## src/rtl/sdram_rd_pkg.sv

```systemverilog
`default_nettype none
// sdram_rd_pkg: FSM states, default frame geometry and the FIFO credit check.
// Rev 1.0

package sdram_rd_pkg;

  typedef enum logic [1:0] {
    ST_IDLE  = 2'd0,
    ST_START = 2'd1,
    ST_ISSUE = 2'd2
  } state_t;

  localparam logic [31:0] FRAME_WORDS_1080P = 32'hFD200;
  localparam logic [26:0] BUF0_BASE         = 27'h400_0000;
  localparam logic [26:0] BUF1_BASE         = 27'h40F_D200;

  // True when one more burst still fits below the FIFO high-water mark.
  function automatic logic credit_ok(input logic [31:0] used, input logic [31:0] outst,
                                     input logic [31:0] burst, input logic [31:0] limit);
    return (used + outst + burst) <= limit;
  endfunction

endpackage

`default_nettype wire

```

## src/rtl/sdram_burst_reader_if.sv

```systemverilog
`default_nettype none
// sdram_burst_reader_if: Avalon-MM read master bus plus pixel FIFO write port.
// Rev 1.0

interface sdram_burst_reader_if #(
  parameter int DATA_WIDTH = 64,
  parameter int ADDR_WIDTH = 27,
  parameter int CW         = 9
);
  logic [ADDR_WIDTH-1:0] avm_address_o;
  logic [7:0]            avm_burstcount_o;
  logic                  avm_read_o;
  logic                  avm_waitrequest_i;
  logic [DATA_WIDTH-1:0] avm_readdata_i;
  logic                  avm_readdatavalid_i;
  logic                  fifo_wrreq_o;
  logic [DATA_WIDTH:0]   fifo_data_o;
  logic [CW-1:0]         fifo_wrusedw_i;
  logic                  fifo_full_i;

  modport master (
    output avm_address_o, avm_burstcount_o, avm_read_o,
    input  avm_waitrequest_i, avm_readdata_i, avm_readdatavalid_i,
    output fifo_wrreq_o, fifo_data_o,
    input  fifo_wrusedw_i, fifo_full_i
  );

  modport slave (
    input  avm_address_o, avm_burstcount_o, avm_read_o,
    output avm_waitrequest_i, avm_readdata_i, avm_readdatavalid_i,
    input  fifo_wrreq_o, fifo_data_o,
    output fifo_wrusedw_i, fifo_full_i
  );
endinterface

`default_nettype wire

```

## src/rtl/frame_word_counter.sv

```systemverilog
`default_nettype none
// frame_word_counter: counts 0..LIMIT-STEP in STEP increments and wraps; flags the last value.
// Rev 1.0

module frame_word_counter #(
  parameter int WIDTH = 20,
  parameter int LIMIT = 32,
  parameter int STEP  = 1
) (
  input  logic             clk,
  input  logic             rst,
  input  logic             i_clr,
  input  logic             i_inc,
  output logic [WIDTH-1:0] o_count,
  output logic             o_last
);
  localparam logic [WIDTH-1:0] C_LAST = WIDTH'(LIMIT - STEP);
  localparam logic [WIDTH-1:0] C_STEP = WIDTH'(STEP);

  logic [WIDTH-1:0] r_count;

  assign o_count = r_count;
  assign o_last  = (r_count == C_LAST);

  always_ff @(posedge clk) begin
    if (rst || i_clr) begin
      r_count <= '0;
    end else if (i_inc) begin
      r_count <= o_last ? '0 : r_count + C_STEP;
    end
  end

endmodule

`default_nettype wire

```

## src/rtl/sdram_burst_reader.sv

```systemverilog
`default_nettype none
// sdram_burst_reader: credit-flow Avalon-MM burst reader streaming double-buffered frames to a FIFO.
// Rev 1.0

module sdram_burst_reader #(
  parameter int DATA_WIDTH  = 64,
  parameter int ADDR_WIDTH  = 27,
  parameter int BURST_LEN   = 8,
  parameter int FIFO_DEPTH  = 256,
  parameter int HEADROOM    = 8,
  parameter int FRAME_WORDS = int'(sdram_rd_pkg::FRAME_WORDS_1080P),
  parameter logic [ADDR_WIDTH-1:0] BUF0_BASE = ADDR_WIDTH'(sdram_rd_pkg::BUF0_BASE),
  parameter logic [ADDR_WIDTH-1:0] BUF1_BASE = ADDR_WIDTH'(sdram_rd_pkg::BUF1_BASE)
) (
  input  logic                 sdram_clk,
  input  logic                 rst,
  input  logic                 enable_i,
  input  logic                 buf_sel_i,
  output logic                 active_buf_o,
  output logic                 primed_o,
  output logic                 frame_done_o,
  output logic                 overflow_err_o,
  sdram_burst_reader_if.master bus
);
  import sdram_rd_pkg::*;

  localparam int CW = $clog2(FIFO_DEPTH) + 1;
  localparam int FW = $clog2(FRAME_WORDS + 1);
  localparam logic [CW-1:0] C_BURST_CW = CW'(BURST_LEN);
  localparam logic [FW-1:0] C_BURST_FW = FW'(BURST_LEN);
  localparam logic [31:0]   C_LIMIT    = 32'(FIFO_DEPTH - HEADROOM);

  state_t                r_state, w_state_nxt;
  logic                  r_read, r_active_buf, r_primed, r_frame_done, r_overflow, r_wrreq;
  logic [ADDR_WIDTH-1:0] r_address;
  logic [CW-1:0]         r_outstanding;
  logic [DATA_WIDTH:0]   r_data;

  logic                  w_accept, w_credit, w_start, w_issue, w_buf_nxt, w_rdv;
  logic                  w_addr_last, w_rtn_last;
  logic [FW-1:0]         w_addr_cnt, w_addr_nxt, w_rtn_cnt;
  logic [CW-1:0]         w_out_committed;
  logic [ADDR_WIDTH-1:0] w_issue_addr;

  assign w_rdv    = bus.avm_readdatavalid_i;
  assign w_accept = r_read & ~bus.avm_waitrequest_i;

  // A burst accepted this cycle already consumes credit for a back-to-back issue.
  assign w_out_committed = r_outstanding + (w_accept ? C_BURST_CW : '0);
  assign w_credit = credit_ok(32'(bus.fifo_wrusedw_i), 32'(w_out_committed),
                              32'(BURST_LEN), C_LIMIT);

  // Buffer and word offset that the next issued burst will use.
  assign w_buf_nxt  = (w_start || (w_accept && w_addr_last)) ? buf_sel_i : r_active_buf;
  assign w_addr_nxt = w_start  ? '0 :
                      w_accept ? (w_addr_last ? '0 : w_addr_cnt + C_BURST_FW) : w_addr_cnt;
  assign w_issue_addr = (w_buf_nxt ? BUF1_BASE : BUF0_BASE) + ADDR_WIDTH'(w_addr_nxt);

  frame_word_counter #(.WIDTH(FW), .LIMIT(FRAME_WORDS), .STEP(BURST_LEN)) u_addr_cnt (
    .clk     (sdram_clk),
    .rst     (rst),
    .i_clr   (w_start),
    .i_inc   (w_accept),
    .o_count (w_addr_cnt),
    .o_last  (w_addr_last)
  );

  frame_word_counter #(.WIDTH(FW), .LIMIT(FRAME_WORDS), .STEP(1)) u_rtn_cnt (
    .clk     (sdram_clk),
    .rst     (rst),
    .i_clr   (w_start),
    .i_inc   (w_rdv),
    .o_count (w_rtn_cnt),
    .o_last  (w_rtn_last)
  );

  always_ff @(posedge sdram_clk) begin
    if (rst) r_state <= ST_IDLE;
    else     r_state <= w_state_nxt;
  end

  always_comb begin
    w_state_nxt = r_state;
    w_start     = 1'b0;
    w_issue     = 1'b0;
    case (r_state)
      ST_IDLE: begin
        if (enable_i && (r_outstanding == '0)) w_state_nxt = ST_START;
      end
      ST_START: begin
        w_start     = 1'b1;
        w_issue     = enable_i && w_credit;
        w_state_nxt = ST_ISSUE;
      end
      ST_ISSUE: begin
        w_issue = enable_i && w_credit && (!r_read || w_accept);
        if (!enable_i && (!r_read || w_accept)) w_state_nxt = ST_IDLE;
      end
      default: w_state_nxt = ST_IDLE;
    endcase
  end

  always_ff @(posedge sdram_clk) begin
    if (rst) begin
      r_read        <= 1'b0;
      r_address     <= BUF0_BASE;
      r_outstanding <= '0;
      r_active_buf  <= 1'b0;
      r_primed      <= 1'b0;
      r_frame_done  <= 1'b0;
      r_overflow    <= 1'b0;
      r_wrreq       <= 1'b0;
      r_data        <= '0;
    end else begin
      if (w_issue) begin
        r_read    <= 1'b1;
        r_address <= w_issue_addr;
      end else if (w_accept) begin
        r_read    <= 1'b0;
      end
      r_outstanding <= w_out_committed - CW'(w_rdv);
      r_active_buf  <= w_buf_nxt;
      if (w_start)                                        r_primed <= 1'b0;
      else if (32'(bus.fifo_wrusedw_i) >= C_LIMIT)        r_primed <= 1'b1;
      r_wrreq      <= w_rdv;
      r_frame_done <= w_rdv && w_rtn_last;
      if (w_rdv) r_data <= {(w_rtn_cnt == '0), bus.avm_readdata_i};
      if (w_rdv && bus.fifo_full_i) r_overflow <= 1'b1;
    end
  end

  assign bus.avm_address_o    = r_address;
  assign bus.avm_burstcount_o = 8'(BURST_LEN);
  assign bus.avm_read_o       = r_read;
  assign bus.fifo_wrreq_o     = r_wrreq;
  assign bus.fifo_data_o      = r_data;
  assign active_buf_o         = r_active_buf;
  assign primed_o             = r_primed;
  assign frame_done_o         = r_frame_done;
  assign overflow_err_o       = r_overflow;

endmodule

`default_nettype wire
```

## src/flat_wrapper.sv

```systemverilog
// flat-port wrapper written by rule: the top's interface ports become plain ports
module sdram_burst_reader_flat import sdram_rd_pkg::*;
#(
  parameter int DATA_WIDTH  = 64,
  parameter int ADDR_WIDTH  = 27,
  parameter int BURST_LEN   = 8,
  parameter int FIFO_DEPTH  = 256,
  parameter int HEADROOM    = 8,
  parameter int FRAME_WORDS = int'(sdram_rd_pkg::FRAME_WORDS_1080P),
  parameter logic [ADDR_WIDTH-1:0] BUF0_BASE = ADDR_WIDTH'(sdram_rd_pkg::BUF0_BASE),
  parameter logic [ADDR_WIDTH-1:0] BUF1_BASE = ADDR_WIDTH'(sdram_rd_pkg::BUF1_BASE)
)
  (sdram_clk, rst, enable_i, buf_sel_i, active_buf_o, primed_o, frame_done_o, overflow_err_o, bus_avm_address_o, bus_avm_burstcount_o, bus_avm_read_o, bus_avm_waitrequest_i, bus_avm_readdata_i, bus_avm_readdatavalid_i, bus_fifo_wrreq_o, bus_fifo_data_o, bus_fifo_wrusedw_i, bus_fifo_full_i);
  sdram_burst_reader_if #(.DATA_WIDTH(DATA_WIDTH), .ADDR_WIDTH(ADDR_WIDTH)) bus_i ();
  input  logic sdram_clk;
  input  logic rst;
  input  logic enable_i;
  input  logic buf_sel_i;
  output logic active_buf_o;
  output logic primed_o;
  output logic frame_done_o;
  output logic overflow_err_o;
  output wire logic [$bits(bus_i.avm_address_o)-1:0] bus_avm_address_o;
  output wire logic [$bits(bus_i.avm_burstcount_o)-1:0] bus_avm_burstcount_o;
  output wire logic [$bits(bus_i.avm_read_o)-1:0] bus_avm_read_o;
  input wire logic [$bits(bus_i.avm_waitrequest_i)-1:0] bus_avm_waitrequest_i;
  input wire logic [$bits(bus_i.avm_readdata_i)-1:0] bus_avm_readdata_i;
  input wire logic [$bits(bus_i.avm_readdatavalid_i)-1:0] bus_avm_readdatavalid_i;
  output wire logic [$bits(bus_i.fifo_wrreq_o)-1:0] bus_fifo_wrreq_o;
  output wire logic [$bits(bus_i.fifo_data_o)-1:0] bus_fifo_data_o;
  input wire logic [$bits(bus_i.fifo_wrusedw_i)-1:0] bus_fifo_wrusedw_i;
  input wire logic [$bits(bus_i.fifo_full_i)-1:0] bus_fifo_full_i;
  assign bus_avm_address_o = bus_i.avm_address_o;
  assign bus_avm_burstcount_o = bus_i.avm_burstcount_o;
  assign bus_avm_read_o = bus_i.avm_read_o;
  assign bus_i.avm_waitrequest_i = bus_avm_waitrequest_i;
  assign bus_i.avm_readdata_i = bus_avm_readdata_i;
  assign bus_i.avm_readdatavalid_i = bus_avm_readdatavalid_i;
  assign bus_fifo_wrreq_o = bus_i.fifo_wrreq_o;
  assign bus_fifo_data_o = bus_i.fifo_data_o;
  assign bus_i.fifo_wrusedw_i = bus_fifo_wrusedw_i;
  assign bus_i.fifo_full_i = bus_fifo_full_i;
  sdram_burst_reader #(.DATA_WIDTH(DATA_WIDTH), .ADDR_WIDTH(ADDR_WIDTH), .BURST_LEN(BURST_LEN), .FIFO_DEPTH(FIFO_DEPTH), .HEADROOM(HEADROOM), .FRAME_WORDS(FRAME_WORDS), .BUF0_BASE(BUF0_BASE), .BUF1_BASE(BUF1_BASE)) u_core (.sdram_clk(sdram_clk), .rst(rst), .enable_i(enable_i), .buf_sel_i(buf_sel_i), .active_buf_o(active_buf_o), .primed_o(primed_o), .frame_done_o(frame_done_o), .overflow_err_o(overflow_err_o), .bus(bus_i));
endmodule
```

## config.mk

```make
export PLATFORM = sky130hd
export DESIGN_NAME = sdram_burst_reader_flat
export DESIGN_NICKNAME = d
export VERILOG_FILES = /design/src/rtl/sdram_rd_pkg.sv /design/src/rtl/sdram_burst_reader_if.sv /design/src/rtl/frame_word_counter.sv /design/src/rtl/sdram_burst_reader.sv /design/src/flat_wrapper.sv
export SDC_FILE = /design/constraint.sdc
export NUM_CORES = 1
export LEC_CHECK = 0
export CORE_MARGIN = 3
export CORE_UTILIZATION = 52
export CTS_CLUSTER_SIZE = 28
export DETAILED_ROUTE_END_ITERATION = 12
export HOLD_SLACK_MARGIN = 0.08
export PLACE_DENSITY = 0.86
export SYNTH_ARGS = -nofsm -noshare
export SYNTH_HDL_FRONTEND = slang
export SYNTH_SLANG_ARGS = --single-unit
```

## constraint.sdc

```tcl
create_clock -name sdram_clk -period 10.1 [get_ports sdram_clk]
set_clock_uncertainty 0.1 [all_clocks]
set_input_delay 2.02 -clock sdram_clk [delete_from_list [all_inputs] [get_ports sdram_clk]]
set_output_delay 2.02 -clock sdram_clk [all_outputs]
set_load 0.03 [all_outputs]
```

# Word level (Yosys, flattened, before mapping)
# Cells that the tools add are included.
[totals]
regBits = 149
inputBits = 80
output_inout_bits = 106
word_cells = 61
[classes]
addsub = 7
n_lt_le_gt_ge = 2
eq_ne = 6
muxes = 14
bitwise = 2
n_reduce_logical = 18
[op_table]
columns = ["op", "n"]
rows = [
  ["2-to-1 mux 20 bit", 5],
  ["== test 20 bit (second input constant)", 2],
  ["adder 32 x 4 -> 32 bit (second input constant)", 1],
  ["<= comparator 32 x 8 -> 1 bit (second input constant)", 1],
  ["adder 27 x 20 -> 27 bit", 1],
  ["adder 20 x 1 -> 20 bit (second input constant)", 1],
  ["adder 20 x 4 -> 20 bit (second input constant)", 1],
  ["logical NOT 20 bit", 1],
  ["adder 9 x 9 -> 10 bit", 1],
  ["adder 9 bit", 1],
  [">= comparator 9 x 8 -> 1 bit (second input constant)", 1],
  ["logical NOT 9 bit", 1],
  ["subtractor 9 x 1 -> 9 bit", 1],
  ["logical AND 1 bit", 7],
  ["case mux 2 bit (3 select lines)", 1],
  ["2-to-1 mux 1 bit", 4],
  ["2-to-1 mux 2 bit", 2],
  ["2-to-1 mux 4 bit", 1],
  ["inequality test 2 x 1 -> 1 bit (second input constant)", 2],
  ["logical OR 1 bit", 3],
  ["== test 2 x 1 -> 1 bit (second input constant)", 1],
  ["== test 2 bit (second input constant)", 1],
  ["logical NOT 1 bit", 2],
  ["logical NOT 2 bit", 1],
  ["6 further kinds", 6],
]

# Logic depth before layout (Yosys ltp)
[logic_depth]
ltp_word = 11
mapped_depth = 17
ltp_nobuf = 14

# Hierarchy
# Synthesis repeated with hierarchy kept, for this count alone.
[hier_totals]
cells_unflattened = 795
hier_area_um2 = 7171.9
[by_module_without_submodules]
columns = ["module", "n_inst", "cells_each", "area_each_um2"]
rows = [
  ["sdram_burst_reader", 1, 576, 5236.3],
  ["frame_word_counter at u_core.u_rtn_cnt", 1, 117, 1037.2],
  ["frame_word_counter at u_core.u_addr_cnt", 1, 102, 898.4],
]

# Worst setup path after synthesis
# OpenSTA, ideal clock, no wires.
[synth_path]
kind = "input to register"
from = "input port bus_avm_waitrequest_i"
to = "register u_core.r_address[5], in the netlist u_core.bus.avm_address_o[5]"
setup_time_ns = 0.070
t_arrival_ns = 5.178
setup_slack_ns = 4.751
stages = 14
n_path_buf = 2
path_cell_list = "nor2b_1 > clkbuf_1 > ha_1 > ha_1 > xnor2_1 > inv_1 > ha_1 > or4b_1 > and3_1 > nor3_4 > mux2i_1 > buf_2 > or4_1 > a21oi_1"
[synth_via]
elab_chain_len = 10
elab_cells_between_ends = 14
cone_classes = "add/sub (4); order compare (1); mux (4); bitwise (2); reduce/logical (3)"
[synth_lines]
columns = ["element", "line", "text"]
rows = [
  ["start, declared", "flat_wrapper.sv:26", "input wire logic [$bits(bus_i.avm_waitrequest_i)-1:0] bus_avm_waitrequest_i;"],
  ["NOT 1 bit (*)", "sdram_burst_reader.sv:46", "assign w_accept = r_read & ~bus.avm_waitrequest_i;"],
  ["AND 1 bit (*)", "sdram_burst_reader.sv:46", ""],
  ["2-to-1 mux 4 bit", "sdram_burst_reader.sv:49", "assign w_out_committed = r_outstanding + (w_accept ? C_BURST_CW : '0);"],
  ["adder 9 bit", "sdram_burst_reader.sv:49", ""],
  ["adder 9 x 9 -> 10 bit", "sdram_rd_pkg.sv:20", "return (used + outst + burst) <= limit;"],
  ["adder 32 x 4 -> 32 bit", "sdram_rd_pkg.sv:20", ""],
  ["<= comparator 32 x 8 -> 1 bit", "sdram_rd_pkg.sv:20", ""],
  ["logical AND 1 bit", "sdram_burst_reader.sv:92, sdram_burst_reader.sv:96", ""],
  ["logical AND 1 bit", "sdram_burst_reader.sv:96", "w_issue = enable_i && w_credit && (!r_read || w_accept);"],
  ["case mux 1 bit (2 select lines)", "sdram_burst_reader.sv:86", "case (r_state)"],
  ["end signal, assigned", "sdram_burst_reader.sv:117", "r_address <= w_issue_addr;"],
  ["end, declared", "sdram_burst_reader.sv:35", "logic [ADDR_WIDTH-1:0] r_address;"],
]
# Mark *: on every way between the ends. The rest lies on a longest branch, timed or not.
# A chain may end at the register's enable or synchronous reset.

# Worst setup path after layout
[layout_path]
from = "input port bus_avm_waitrequest_i"
to = "register u_core.r_address[8], in the netlist u_core.bus.avm_address_o[8]"
# The elaborated chain is that of the path after synthesis.

==> run_results.csv <==
group,metric,value,unit
status,status,"finished clean",
placed_design,io_buffers,171,
placed_design,placed_cells,1067,
worst_setup_path,required,10360,ps
final_layout,mostFrequentLayoutCells,"169 x clkdlybuf4s50_1, 143 x nor2_1, 143 x dfxtp_1",
final_layout,diodes,0,
pwr,power.leakage,3.66,nW
worst_hold_path,worstHoldStart,"u_core.bus.avm_address_o[2]$_SDFFE_PP0P_",
detailed_routing,wl,16600,um
timing,finalHoldViolCount,0,
timing,fmax,169,MHz
job,cap_viol_max_count,0,
timing,slew_headroom,0.369,
detailed_routing,wl_per_cell,15.1,um
synthesis,synthTopCellsByArea,"dfxtp_1 42%, mux2i_1 9.8%, nor2_1 8.0%",
synthesis,ys_ff_latch,143,
detailed_routing,antenna_left,0,
synthesis,synth_top_family_by_area,"simple AND/OR/NAND/NOR gates",
final_layout,design_area,9050,sq um
synthesis,synth-compound-area-share,0.0791,
detailed_routing,vias,5803,
timing,finalCriticalPeriod,5920,ps
worst_setup_path,startpoint_type,"input pin",
synthesis,synth-async-reset-ratio,0,
timing,slew_viol_final,0,
synthesis,syn-mean-instance-area,8.89,sq um
pwr,powerDensity,170,nW/um^2
synthesis,synth-simple-area-share,0.215,
detailed_routing,drc,0,
clock_network,cts_tree,"done",
grt,antenna_found_initial,0,
clock_network,htreeDepth,4,
final_layout,layout.cells.non_filler,1098,
worst_setup_path,reg2reg_depth,13,
clock_network,cts-root-buf,"clkbuf_16",
clock_network,hold_buffers,0,
die,dieArea,14400,sq um
synthesis,ys.flop_type,"dfxtp_1",
synthesis,ys_types,57,
clock_network,clock-sinks,143,
detailed_routing,drt_iter0_drc,345,
synthesis,synthXorXnorAreaFrac,0.0741,
grt,grt_pass1_vias,5782,
timing,tns,0,ps
synthesis,synthesis.area,6740,sq um
worst_hold_path,worstHoldPathCells,2,
final_layout,drive_above_1_share,0.0495,
synthesis,yosys_warnings,0,
worst_setup_path,r2r-end,"u_core.bus.avm_address_o[8]$_SDFFE_PP0P_",
grt,grt.total_usage,0.239,
timing,finalSetupViolCount,0,
worst_setup_path,r2r_setup_slack,5780,ps
synthesis,ys_seq_area_frac,0.425,
clock_network,ctsLongestPathBuffers,2,
die,core-area,12300,sq um
clock_network,cts_buffers,17,
clock_network,insertion_delay,430,ps
worst_hold_path,holdPathEnd,"u_core.bus.avm_address_o[2]$_SDFFE_PP0P_",
final_layout,synthToLayoutAreaGrowth,34.4,%
synthesis,synthCells,758,
worst_setup_path,r2r-start,"u_core.bus.avm_read_o$_SDFFE_PP0P_",
die,start_util,0.547,
die,num_io_pins,186,
synthesis,synth_edf_count,0,
final_layout,final_net_count,1030,
synthesis,synthAdderAreaFrac,0.0605,
grt,grt_pass1_wl,27900,um
timing,fin_crit_sh,0.586,
detailed_routing,dr.pass1.iters,5,
worst_setup_path,cp.arrival,6180,ps
timing,rsz0062_at_grt,"false",
worst_setup_path,worstPathMaxFanout,24,
grt,grt_max_degree,65,
detailed_routing,avgViaCountPerCell,5.29,
grt,overflow,0,
placed_design,place_hpwl,11600,um
synthesis,synthMuxAreaShare,0.0997,
die,die_x,120,um
final_layout,mostFrequentLayoutCell,"clkdlybuf4s50_1",
worst_setup_path,end_kind,"register",
placed_design,gp_congestion,0.904,
placed_design,placed_cell_area,8510,sq um
worst_setup_path,crit_type,"in -> reg",
synthesis,synth_top_cell_by_area,"dfxtp_1",
worst_hold_path,hold_path.class,"reg -> reg",
pwr,peakVddDrop,0.133,mV
timing,worst_pin_slew,947,ps
clock_network,path_clk_slew,60,ps
die,fp.dieH,120,um
clock_network,cts_resized,0,
synthesis,synth_top_area_frac,0.425,
die,row_count,40,
clock_network,cts_setup_buffers,0,
[cell families after synthesis]
kind of cell / Yosys count
AOI/OAI and AO/OA: 89
and+or+nand+nor: 301
DFF: 143
xor gates and xnor gates: 57
muxes: 67
adders and majority gates: 32
buffers and inverters: 67
other: 2
[where the power goes]
| group | switching (mW) | leakage [nW] | internal [mW] |
|---|---|---|---|
| Combinational | 0.200 | 2.22 | 0.137 |
| Clock | 0.240 | 0.273 | 0.349 |
| Sequential | 0.0185 | 1.17 | 0.591 |
| Total | 0.459 | 3.66 | 1.08 |
[worst max-delay path, cell delays in order]
cell	delay [ps]
clkdlybuf4s50_1	470
nor2b_1	450
ha_1	310
ha_1	210
xnor2_1	190
inv_1	100
ha_1	390
or4b_1	530
and3_1	230
nand3_1	100
o31ai_1	80
a21o_1	370
or4_1	570
a21oi_1	150
[stage by stage]
stage / setup WS (ps) / power [mW] / hold slack (ps) / util
after floorplan: 4750 / 0.844 / 353 / -
after global placement: 3960 / 0.948 / 345 / 0.691
after detailed placement: 3820 / 0.953 / 369 / 0.691
after CTS: 4210 / 1.54 / 375 / 0.735
after global routing: 3760 / 1.60 / 396 / 0.735
final: 4180 / 1.54 / 371 / 0.735
[flip-flops by register name, summed over array words and instances, names as in the netlist]
register                   cells
u_core.bus.avm_read_o          1
u_core.active_buf_o            1
u_core.r_outstanding           9
u_core.bus.fifo_data_o        65
u_core.r_state                 2
u_core.u_rtn_cnt.o_count      20
u_core.overflow_err_o          1
u_core.u_addr_cnt.o_count     20
u_core.frame_done_o            1
u_core.bus.avm_address_o      21
u_core.primed_o                1
u_core.bus.fifo_wrreq_o        1
[cell usage after synthesis (2+ instances only)]
| cell type | number |
|---|---|
| a31oi_1 | 4 |
| a41oi_1 | 2 |
| ha_1 | 31 |
| xor2_1 | 29 |
| nand2b_1 | 2 |
| a21o_1 | 2 |
| and3_1 | 8 |
| or2_2 | 5 |
| conb_1 | 2 |
| nor4_1 | 3 |
| nand3b_1 | 2 |
| buf_1 | 6 |
| nor2b_1 | 7 |
| and2_1 | 5 |
| nor2_1 | 143 |
| xnor2_1 | 28 |
| a21oi_1 | 35 |
| dfxtp_1 | 143 |
| or4_1 | 7 |
| buf_2 | 2 |
| o21ai_1 | 3 |
| clkbuf_1 | 25 |
| mux2i_1 | 66 |
| buf_4 | 14 |
| a211oi_1 | 6 |
| o21ai_0 | 21 |
| o31ai_1 | 5 |
| nand4_1 | 13 |
| inv_1 | 20 |
| nor3_1 | 30 |
| and4_1 | 4 |
| nand2_1 | 27 |
| a311oi_1 | 2 |
| nand3_1 | 29 |
| nor3b_1 | 2 |
| or3_1 | 4 |
[area by class of cell]
class | instances | area [sq um]
clock buffers | 21 | 460
clock inverters | 10 | 88.8
fillers | 901 | 3260
inverters | 20 | 75.1
multi-input cells | 560 | 3610
flip-flops and latches | 143 | 2860
well taps | 168 | 210
repair buffers | 176 | 1740
[layer usage]
| layer | up-vias | GRT usage | part of all wire |
|---|---|---|---|
| met1 | 2666 | 0.285 | 0.43 |
| li1 | 2914 | - | - |
| met3 | 17 | 0.106 | 0.094 |
| met4 | 0 | 0.0716 | 0.011 |
| met5 | - | 0 | 0 |
| met2 | 206 | 0.389 | 0.47 |
[how the worst max path moves through the flow]
stage	from	to	slack, ps	cells past startpoint
6_report	bus_avm_waitrequest_i	u_core.bus.avm_address_o[8]$_SDFFE_PP0P_	4180	14
3_3_place_gp	bus_avm_waitrequest_i	u_core.bus.avm_address_o[18]$_SDFFE_PP0P_	3960	13
3_5_place_dp	bus_avm_waitrequest_i	u_core.bus.avm_address_o[7]$_SDFFE_PP0P_	3820	14
4_1_cts	bus_avm_waitrequest_i	u_core.bus.avm_address_o[8]$_SDFFE_PP0P_	4210	14
5_1_grt	bus_avm_waitrequest_i	u_core.bus.avm_address_o[18]$_SDFFE_PP0P_	3760	13
2_1_floorplan	bus_avm_waitrequest_i	u_core.bus.avm_address_o[5]$_SDFFE_PP0P_	4750	14
(Power assumes the default switching activity.)
